## src/rtl/matriz_max7219_tx.sv

```systemverilog
// matriz_max7219_tx: serialises an 8-row LED matrix frame into MAX7219
// register writes. Each transfer is a 16-bit word {4'h0, addr, data}, sent MSB first.
// Optional build macro MATRIZ_TX_INIT_EN adds the MAX7219 power-up init
// sequence. The block sends that sequence after every reset and holds off refresh
// requests until the sequence has finished.
module matriz_max7219_tx #(
  parameter int         DATAWIDTH = 8,
  parameter int         CLKDIV    = 4,
  parameter logic [3:0] INTENSITY = 4'h8
) (
  input  logic                 MatrizTx_CLOCK_50,
  input  logic                 MatrizTx_RESET_InLow,
  input  logic                 MatrizTx_Start_In,
  input  logic [DATAWIDTH-1:0] MatrizTx_Fila1_In,
  input  logic [DATAWIDTH-1:0] MatrizTx_Fila2_In,
  input  logic [DATAWIDTH-1:0] MatrizTx_Fila3_In,
  input  logic [DATAWIDTH-1:0] MatrizTx_Fila4_In,
  input  logic [DATAWIDTH-1:0] MatrizTx_Fila5_In,
  input  logic [DATAWIDTH-1:0] MatrizTx_Fila6_In,
  input  logic [DATAWIDTH-1:0] MatrizTx_Fila7_In,
  input  logic [DATAWIDTH-1:0] MatrizTx_Fila8_In,
  output logic                 MatrizTx_Busy_Out,
  output logic                 MatrizTx_Done_Out,
  output logic                 MatrizTx_CS_Out,
  output logic                 MatrizTx_SCLK_Out,
  output logic                 MatrizTx_DIN_Out
);

  localparam int         MAXW     = (DATAWIDTH > 8) ? DATAWIDTH : 8;
  localparam logic [8:0] HALF     = 9'(CLKDIV);
  localparam logic [8:0] BIT_LAST = 9'(2 * CLKDIV - 1);
  localparam logic [8:0] GAP_LAST = 9'(CLKDIV - 1);

  typedef enum logic [2:0] {IDLE, LOAD, SHIFT, GAP, NEXT} state_t;

  state_t      state, state_nxt;
  logic [8:0]  div_cnt;
  logic [3:0]  bit_cnt;
  logic [2:0]  widx;
  logic [15:0] shreg;
  logic [15:0] word_sel;
  logic [7:0]  row_q [8];
  logic [7:0]  rows_in [8];
  logic        done_q;
  logic        init_mode;
  logic        start_go;
  logic        init_go;
  logic        last_div;
  logic        words_left;

  // Rows wider than a byte keep only bits [7:0]; narrower rows are zero-extended
  function automatic logic [7:0] to_byte(input logic [DATAWIDTH-1:0] r);
    logic [MAXW-1:0] ext;
    ext = '0;
    ext[DATAWIDTH-1:0] = r;
    return ext[7:0];
  endfunction

  assign rows_in[0] = to_byte(MatrizTx_Fila1_In);
  assign rows_in[1] = to_byte(MatrizTx_Fila2_In);
  assign rows_in[2] = to_byte(MatrizTx_Fila3_In);
  assign rows_in[3] = to_byte(MatrizTx_Fila4_In);
  assign rows_in[4] = to_byte(MatrizTx_Fila5_In);
  assign rows_in[5] = to_byte(MatrizTx_Fila6_In);
  assign rows_in[6] = to_byte(MatrizTx_Fila7_In);
  assign rows_in[7] = to_byte(MatrizTx_Fila8_In);

`ifdef MATRIZ_TX_INIT_EN
  logic init_pend;

  assign init_go  = (state == IDLE) && init_pend;
  assign start_go = (state == IDLE) && !init_pend && MatrizTx_Start_In;

  // Init is owed after every reset; init_mode marks the sequence in flight
  always_ff @(posedge MatrizTx_CLOCK_50 or negedge MatrizTx_RESET_InLow) begin
    if (!MatrizTx_RESET_InLow) begin
      init_pend <= 1'b1;
      init_mode <= 1'b0;
    end else if (init_go) begin
      init_pend <= 1'b0;
      init_mode <= 1'b1;
    end else if (start_go) begin
      init_mode <= 1'b0;
    end
  end
`else
  assign init_go   = 1'b0;
  assign init_mode = 1'b0;
  assign start_go  = (state == IDLE) && MatrizTx_Start_In;
`endif

  assign last_div   = (div_cnt == BIT_LAST);
  assign words_left = init_mode ? (widx != 3'd4) : (widx != 3'd7);

  // Word for the current slot: init table entry or row address/data pair
  always_comb begin
    word_sel = {4'h0, 4'({1'b0, widx}) + 4'd1, row_q[widx]};
`ifdef MATRIZ_TX_INIT_EN
    if (init_mode) begin
      case (widx)
        3'd0:    word_sel = 16'h0C01;
        3'd1:    word_sel = 16'h0900;
        3'd2:    word_sel = 16'h0B07;
        3'd3:    word_sel = {12'h0A0, INTENSITY};
        default: word_sel = 16'h0F00;
      endcase
    end
`endif
  end

  // State register
  always_ff @(posedge MatrizTx_CLOCK_50 or negedge MatrizTx_RESET_InLow) begin
    if (!MatrizTx_RESET_InLow) state <= IDLE;
    else                       state <= state_nxt;
  end

  // Next-state logic
  always_comb begin
    state_nxt = state;
    case (state)
      IDLE:  if (init_go || start_go) state_nxt = LOAD;
      LOAD:  state_nxt = SHIFT;
      SHIFT: if (last_div && (bit_cnt == 4'd15)) state_nxt = GAP;
      GAP:   if (div_cnt == GAP_LAST) state_nxt = NEXT;
      NEXT:  state_nxt = words_left ? LOAD : IDLE;
      default: state_nxt = IDLE;
    endcase
  end

  // Bit timing, shift register, word index, row snapshot and done pulse
  always_ff @(posedge MatrizTx_CLOCK_50 or negedge MatrizTx_RESET_InLow) begin
    if (!MatrizTx_RESET_InLow) begin
      div_cnt <= '0;
      bit_cnt <= '0;
      widx    <= '0;
      shreg   <= '0;
      done_q  <= 1'b0;
      for (int i = 0; i < 8; i++) row_q[i] <= '0;
    end else begin
      done_q <= 1'b0;
      case (state)
        IDLE: begin
          div_cnt <= '0;
          bit_cnt <= '0;
          widx    <= '0;
          if (start_go) begin
            for (int i = 0; i < 8; i++) row_q[i] <= rows_in[i];
          end
        end
        LOAD: begin
          shreg   <= word_sel;
          div_cnt <= '0;
          bit_cnt <= '0;
        end
        SHIFT: begin
          if (last_div) begin
            div_cnt <= '0;
            shreg   <= {shreg[14:0], 1'b0};
            bit_cnt <= bit_cnt + 4'd1;
          end else begin
            div_cnt <= div_cnt + 9'd1;
          end
        end
        GAP: begin
          if (div_cnt == GAP_LAST) div_cnt <= '0;
          else                     div_cnt <= div_cnt + 9'd1;
        end
        NEXT: begin
          div_cnt <= '0;
          if (words_left) widx   <= widx + 3'd1;
          else            done_q <= !init_mode;
        end
        default: div_cnt <= '0;
      endcase
    end
  end

  // Serial outputs decoded from state: CS low across LOAD and SHIFT, SCLK high in second half of each bit
  always_comb begin
    MatrizTx_Busy_Out = (state != IDLE);
    MatrizTx_Done_Out = done_q;
    MatrizTx_CS_Out   = !((state == LOAD) || (state == SHIFT));
    MatrizTx_SCLK_Out = (state == SHIFT) && (div_cnt >= HALF);
    MatrizTx_DIN_Out  = (state == SHIFT) && shreg[15];
  end

endmodule

```

## config.mk

```make
export PLATFORM = sky130hd
export DESIGN_NAME = matriz_max7219_tx
export DESIGN_NICKNAME = d
export VERILOG_FILES = /design/src/rtl/matriz_max7219_tx.sv
export SDC_FILE = /design/constraint.sdc
export NUM_CORES = 1
export LEC_CHECK = 0
export CAP_MARGIN = 30
export CORE_ASPECT_RATIO = 1.75
export CORE_MARGIN = 3
export CORE_UTILIZATION = 45
export CTS_CLUSTER_SIZE = 30
export DETAILED_ROUTE_END_ITERATION = 7
export GPL_TIMING_DRIVEN = 0
export PLACE_DENSITY = 0.75
export SYNTH_ARGS = -nofsm -noshare
export SYNTH_HDL_FRONTEND = slang
export SYNTH_SLANG_ARGS = --single-unit
```

## constraint.sdc

```tcl
create_clock -name MatrizTx_CLOCK_50 -period 2.84 [get_ports MatrizTx_CLOCK_50]
set_clock_uncertainty 0.2 [all_clocks]
set_input_delay 0.568 -clock MatrizTx_CLOCK_50 [delete_from_list [all_inputs] [get_ports MatrizTx_CLOCK_50]]
set_output_delay 0.568 -clock MatrizTx_CLOCK_50 [all_outputs]
set_load 0.05 [all_outputs]
```

==> impl_results.md, run 1 <==
* Clock transition at the registers of the reported paths at roughly 0.060 ns
* Worst path max stage delay at 0.36 ns
* RSZ-0062 raised after global routing: no
* Gr usage total at 18.70%
* Lkg Pwr at 2.463 nW
* Worst path top cell family by delay: buffers and inverters
* TritonCTS clock tree: done
* Layout cells sized above 1 at approximately 28%
* Seq pwr share at 40.8%
* Count of TritonRoute iterations in the first routing pass at 4
* Crit. End Element: primary output
* Status: finished, final reports clean
* Worst r2r src: widx[1]
* Clock sinks at 100
* Sequential fraction of the synthesis area at 53.33%
* Largest net degree at the start of global routing at 53
* Sw Share at 31.94%
* Maximum clock frequency at 385.6 MHz
* Netlist cell types at between 40 and 50
* Filler cell count at roughly 800
* Fin crit share at 91.32%
* Reg2reg end: shreg[5]
* Setup CP Type: reg -> out
* Total CTS buffers at 9
* Max Root-Sink Buffers at 2
* Vias in the first global route at approximately 3400
* Final wirelength at 10200 um
* Min-Delay Path Class: in -> async
* Setup bufs post-CTS at 0
* Clock power frac at between 20% and 30%
* Core ar. at roughly 0.010 mm2
* Clock Latency Late Sink at 0.35 ns
* Syn-to-layout area delta at 25.17%
* Total number of vias at 3088
* Nets@finish at 507
* Resize count post-CTS at 11
* WP data arrival at 1.83 ns
* Initial Util at 46.78%
* Worst-Margin Slew at 0.7222 ns
* Grt total ovfl at 0
* WL/cell at 18.06 um
* Pre-CTS setup slack at -0.2585 ns
* Synth area leaders: dfrtp_1 (53%), mux2_2 (15%), mux4_2 (7.7%), nand3_1 (3.4%), buf_6 (1.7%)
* Net Count, Synth at 425
* Commonest non-fill, non-tap cell in the layout: dfrtp_1
* Horiz. Die Dim at 83.19 um
* Synth warn at 0
* DPL Wire Length at 7537 um
* PortBufs at 71
* Psw at roughly 1.8 mW
* DR vias/cell at 5.465
* Yosys top cell area share at 53.33%
* Antenna violations before repair at 0
* Most frequent cells in the layout: dfrtp_1 (100), clkdlybuf4s50_1 (66), mux2_2 (61)
* Comb pwr share at roughly two fifths
* Reg2reg setup slack at 0.42 ns
* Worst Setup SP: state[0]
* # hold bufs at CTS at 0
* Syn Area/Cell at 13.29 um2
* PwrDens at slightly below 1000 mW/mm2
* Max capacitance violation total at 0
* Worst R2R Path Depth at 5
* Final hold viol count at 0
* CP cell instances: buf_2, nor3b_4, buf_4, and2_1, clkbuf_4
* Die area at 0.01174 mm2
* First-pass GRT wire length at ~17000 um
* Synth Cell Area at 0.004692 mm2
* FF+latch count, synth at 100
* Startpoint Class: flop
* IO Pins at 72
* Routed Antenna Nets at 0
* Critical path fanouts, max at 19
* Antenna cells at 0
* Area occupied by multi-input gates at 0.002031 mm2
* # rows at 48
* Final setup violation count at 0
* Number of DRC markers in iteration 0 at 119
* Setup tns final at 0 ns
* Gate count of the mapped netlist at 353
* Worst setup margin at roughly 0.25 ns
* Root Driver: clkbuf_16
* Slowest CP cell: dfrtp_1
* Die Y at 141.1 um
* Bufs and invs on worst path at 3
* Pins Over Slew Limit at 0
* Reg area at 0.002502 mm2
* Internal power at 3.923 mW
* H-tree levels at 3
* Dominant cell type by area after synthesis: dfrtp_1
* Final min period at 2.593 ns
* Req. time, crit path at 2.07 ns
* Max VDD drop at approximately 0.55 mV
* Gpl congestion at 0.7950
* DR DRC count at 0
* Relative slew slack at 51.85%
## flip-flops by register name, indices dropped and copies added (netlist names)
| register | flops |
|---|---|
| MatrizTx_Done_Out | 1 |
| bit_cnt | 4 |
| div_cnt | 9 |
| row_q | 64 |
| shreg | 16 |
| state | 3 |
| widx | 3 |
## synthesized netlist by cell type, drive strengths merged
cell type    n
a211oi       1
a21o         2
a21oi        7
a22o         5
a22oi        8
a31o         1
a31oi        3
and2         4
and3         1
and4         2
buf         16
clkbuf       7
dfrtp      100
ha           5
inv          4
mux2        65
mux4        16
nand2       16
nand2b       2
nand3       32
nand3b       1
nand4        4
nand4b       1
nor2        17
nor2b        1
nor3         5
nor3b        3
nor4         1
o21ai        8
o22ai        1
o32a         1
or2          2
or3          2
or3b         1
xnor2        1
xor2         7
## power by group through the flow
stage	clock network, mW	registers (mW)	logic [mW]
global placement	0	2.33	2.16
finish	1.22	2.35	2.20
detailed placement	0	2.37	2.22
CTS	1.24	2.35	2.25
floorplan	0	2.26	1.70
global route	1.31	2.43	2.39
## per-stage QoR
stage / utilization (%) / instances / hold slack, ns / power [mW] / cell area (um2)
CTS: 58.66 / 566 / 0.09225 / 5.835 / 5883
global placement: 55.43 / 549 / 0.2655 / 4.485 / 5559
floorplan: - / 353 / 0.07241 / 3.954 / 4692
global route: 58.56 / 565 / 0.1143 / 6.133 / 5873
detailed placement: 55.68 / 550 / 0.2780 / 4.587 / 5584
finish: 58.56 / 565 / 0.06886 / 5.764 / 5873
## worst register-to-register path, delay by kind of cell (launching register included)
kind	cells	cell delay, ns
compound gates	1	0.17
buf+inv	2	1.02
flops	1	0.35
mux	1	0.46
simple gates	1	0.10
## area by class of cell
class,instances,share of cell area (%)
Tap cell,125,2.663
Buffer,22,2.514
Inverter,4,0.2556
Timing Repair Buffer,72,12.36
Clock buffer,12,4.197
Clock inverter,4,0.8308
Multi-Input combinational cell,226,34.58
Sequential cell,100,42.61
## routing by layer
layer / global-route usage [%] / up-vias / wire [um]
met1: 20.68 / 1550 / 3783
met5: 0 / - / 0
met3: 3.860 / 16 / 343
met2: 34.22 / 70 / 5767
li1: - / 1452 / -
met4: 8.269 / 0 / 310
## worst max-delay path by stage
stage	cells after the start	slack (ns)	endpoint
floorplan	5	0.44	MatrizTx_DIN_Out
global placement	1	-2.56	row_q[14]
detailed placement	6	-0.26	MatrizTx_DIN_Out
CTS	6	0.001	MatrizTx_CS_Out
global route	5	0.11	MatrizTx_DIN_Out
finish	5	0.25	MatrizTx_DIN_Out
## logic make-up (layout without fill, tap and decap cells)
kind of cell	count (synthesis)	count (layout)	share of synthesized area, %
AO/OA/AOI/OAI	37	37	5.227
XOR/XNOR	8	8	1.493
adder cells (fa/ha/maj)	5	5	1.333
buffers and inverters	27	114	3.520
flip-flops	100	100	53.33
multiplexers	81	81	23.28
AND/OR/NAND/NOR	95	95	11.81
Note: power is estimated with default switching activity, not from simulation.
==> run 2, diff against run 1 <==
--- a/config.mk
+++ b/config.mk
@@ -6,13 +6,16 @@
 export NUM_CORES = 1
 export LEC_CHECK = 0
 export CAP_MARGIN = 30
+export CELL_PAD_IN_SITES_DETAIL_PLACEMENT = 1
+export CELL_PAD_IN_SITES_GLOBAL_PLACEMENT = 2
 export CORE_ASPECT_RATIO = 1.75
 export CORE_MARGIN = 3
-export CORE_UTILIZATION = 45
+export CORE_UTILIZATION = 40
 export CTS_CLUSTER_SIZE = 30
 export DETAILED_ROUTE_END_ITERATION = 7
+export GPL_ROUTABILITY_DRIVEN = 0
 export GPL_TIMING_DRIVEN = 0
-export PLACE_DENSITY = 0.75
+export PLACE_DENSITY = 0.91
 export SYNTH_ARGS = -nofsm -noshare
 export SYNTH_HDL_FRONTEND = slang
 export SYNTH_SLANG_ARGS = --single-unit
==> impl_results.md, run 2 (synthesized netlist as in run 1, its figures left out) <==
* TritonCTS clock tree: done
* # rows at 51 (+6.3%)
* Status: finished, final reports clean
* Number of DRC markers in iteration 0 at 112 (-5.9%)
* Core ar. at 0.01129 mm2 (+13%)
* Syn-to-layout area delta at 25.36%
* Final setup violation count at 0 (unchanged)
* First-pass GRT wire length at 18800 um (+10%)
* Final core occ at 52.08% (-6.5 points)
* Root Driver: clkbuf_16
* Largest reg by FF count: row_q
* Routed met3 length at 269 um (-22%)
* Pre-CTS setup slack at -0.3048 ns (-0.04634 ns)
* Post-Place Cells at 557 (+1.3%)
* Horiz. Die Dim at 87.87 um (+5.6%)
* Setup bufs post-CTS at 0 (unchanged)
* M1 WL at 4316 um (+14%)
* Antenna violations before repair at 0 (unchanged)
* RSZ-0062 raised after global routing: no
* Lkg Pwr at 2.459 nW (-0.13%)
* Nets@finish at 507 (unchanged)
* Die area at 0.01312 mm2 (+12%)
* WP data arrival at 1.81 ns (-0.02 ns)
* Min-Delay Path Class: in -> async
* Largest net degree at the start of global routing at 53 (unchanged)
* PwrDens at 990.3 mW/mm2 (+0.90%)
* Reg area at 0.002502 mm2 (unchanged)
* Max VDD drop at 0.4775 mV (-13%)
* H-tree levels at 3 (unchanged)
* Commonest non-fill, non-tap cell in the layout: dfrtp_1
* DR DRC count at 0 (unchanged)
* Req. time, crit path at 2.07 ns (about the same)
* Antenna cells at 0 (unchanged)
* Max capacitance violation total at 0 (unchanged)
* DR vias/cell at 5.481 (+0.28%)
* Routed Antenna Nets at 0 (unchanged)
* PortBufs at 71 (unchanged)
* Regs by FF count: row_q (64), shreg (16), div_cnt (9)
* Setup tns final at 0 ns (unchanged)
* Critical path fanouts, max at 19 (unchanged)
* Grt total ovfl at 0 (unchanged)
* Gr usage total at 19.23% (+0.53 points)
* Fin crit share at 90.84% (-0.48 points)
* Layout cells sized above 1 at 28.18% (+0.45 points)
* Maximum clock frequency at 387.6 MHz (+0.52%)
* Setup CP Type: reg -> out
* IO Pins at 72 (unchanged)
* Clock transition at the registers of the reported paths at 0.07 ns (about the same)
* Die Y at 149.3 um (+5.8%)
* Initial Util at 41.54% (-5.2 points)
* Metal2 WL at 6842 um (+19%)
* Pins Over Slew Limit at 0 (unchanged)
* Most frequent cells in the layout: dfrtp_1 (100), clkdlybuf4s50_1 (66), mux2_2 (61)
* Vias in the first global route at 3594 (+4.5%)
* Filler cell count at 1158 (+44%)
* Relative slew slack at 48.73% (-3.1 points)
* Area occupied by multi-input gates at 0.002031 mm2 (unchanged)
* Top sig layer: met4
* Clock sinks at 100 (unchanged)
* Fin cells at 572 (+1.2%)
* Startpoint Class: flop
* Total number of vias at 3135 (+1.5%)
* Max reg flops at 64 (unchanged)
* WL/cell at 20.37 um (+13%)
* Placed instance area at 0.005593 mm2 (+0.16%)
* Worst-Margin Slew at 0.7690 ns (+0.04680 ns)
* Clock Latency Late Sink at 0.35 ns (about the same)
* Final hold viol count at 0 (unchanged)
* Count of TritonRoute iterations in the first routing pass at 4 (unchanged)
* Crit. End Element: primary output
* Final min period at 2.580 ns (-0.01350 ns)
* Final wirelength at 11650 um (+14%)
* Finished Cell Area at 0.005882 mm2 (+0.15%)
* Total CTS buffers at 9 (unchanged)
* Max Root-Sink Buffers at 2 (unchanged)
* DPL Wire Length at 8540 um (+13%)
* Worst setup margin at 0.2601 ns (+0.01350 ns)
==> run 2: cell types whose count changed in the layout (fill, tap and decap cells not counted), sizes merged <==
cell	previous run	this run
buf	18	19
bufinv	1	0
clkbuf	21	18
clkinvlp	0	1
inv	4	6
==> run 2: power breakdown <==
part	internal (mW)	leakage, nW	switching (mW)
clock network	0.635	0.143	0.566
registers	2.03	1.23	0.331
logic	1.18	1.09	1.07
==> run 2: final cells by class <==
class	instances	area share, %
Buffer	22	2.510
Sequential cell	100	42.54
Timing Repair Buffer	72	12.34
Multi-Input combinational cell	226	34.52
Tap cell	132	2.808
Clock inverter	6	0.9572
Clock buffer	10	4.063
Inverter	4	0.2553
==> run 2: metrics by stage <==
stage / power, mW / hold WS [ns]
after floorplan: 3.954 / 0.07241
after global placement: 4.523 / 0.2642
after detailed placement: 4.659 / 0.2741
after CTS: 5.916 / 0.06522
after global routing: 6.178 / 0.08591
final: 5.825 / 0.04864
==> run 2: final timing paths <==
| kind | start | to | slack [ns] | depth (start not counted) |
|---|---|---|---|---|
| worst max register to register | widx[1] | shreg[5] | 0.31 | 5 |
| worst max-delay path | state[0] | MatrizTx_DIN_Out | 0.26 | 5 |
| worst min-delay path | MatrizTx_RESET_InLow | div_cnt[0] | 0.05 | 1 |
| max in group asynchronous | MatrizTx_RESET_InLow | row_q[11] | 1.71 | 2 |
| min in group MatrizTx_CLOCK_50 | row_q[36] | row_q[36] | 0.29 | 1 |
| worst min register to register | row_q[36] | row_q[36] | 0.29 | 1 |
==> run 2: worst max-delay path: stages (launching register included) <==
cell	delay, ns
dfrtp_1	0.37
buf_2	0.18
nor3b_4	0.29
buf_4	0.29
and2_1	0.15
buf_4	0.19
==> run 2: per-layer routing <==
metal  track usage, %  up-vias
met4            7.680        0
met1            20.94     1614
met2            36.25       57
li1                 -     1452
met5                0        -
met3            2.598       12
==> run 2: what timing repair did <==
action                                  CTS  global route
pin swaps                                 0             0
resized for setup                        14             3
hold buffers                              0             0
endpoints found under the setup margin    3             4
cloned                                    0             0
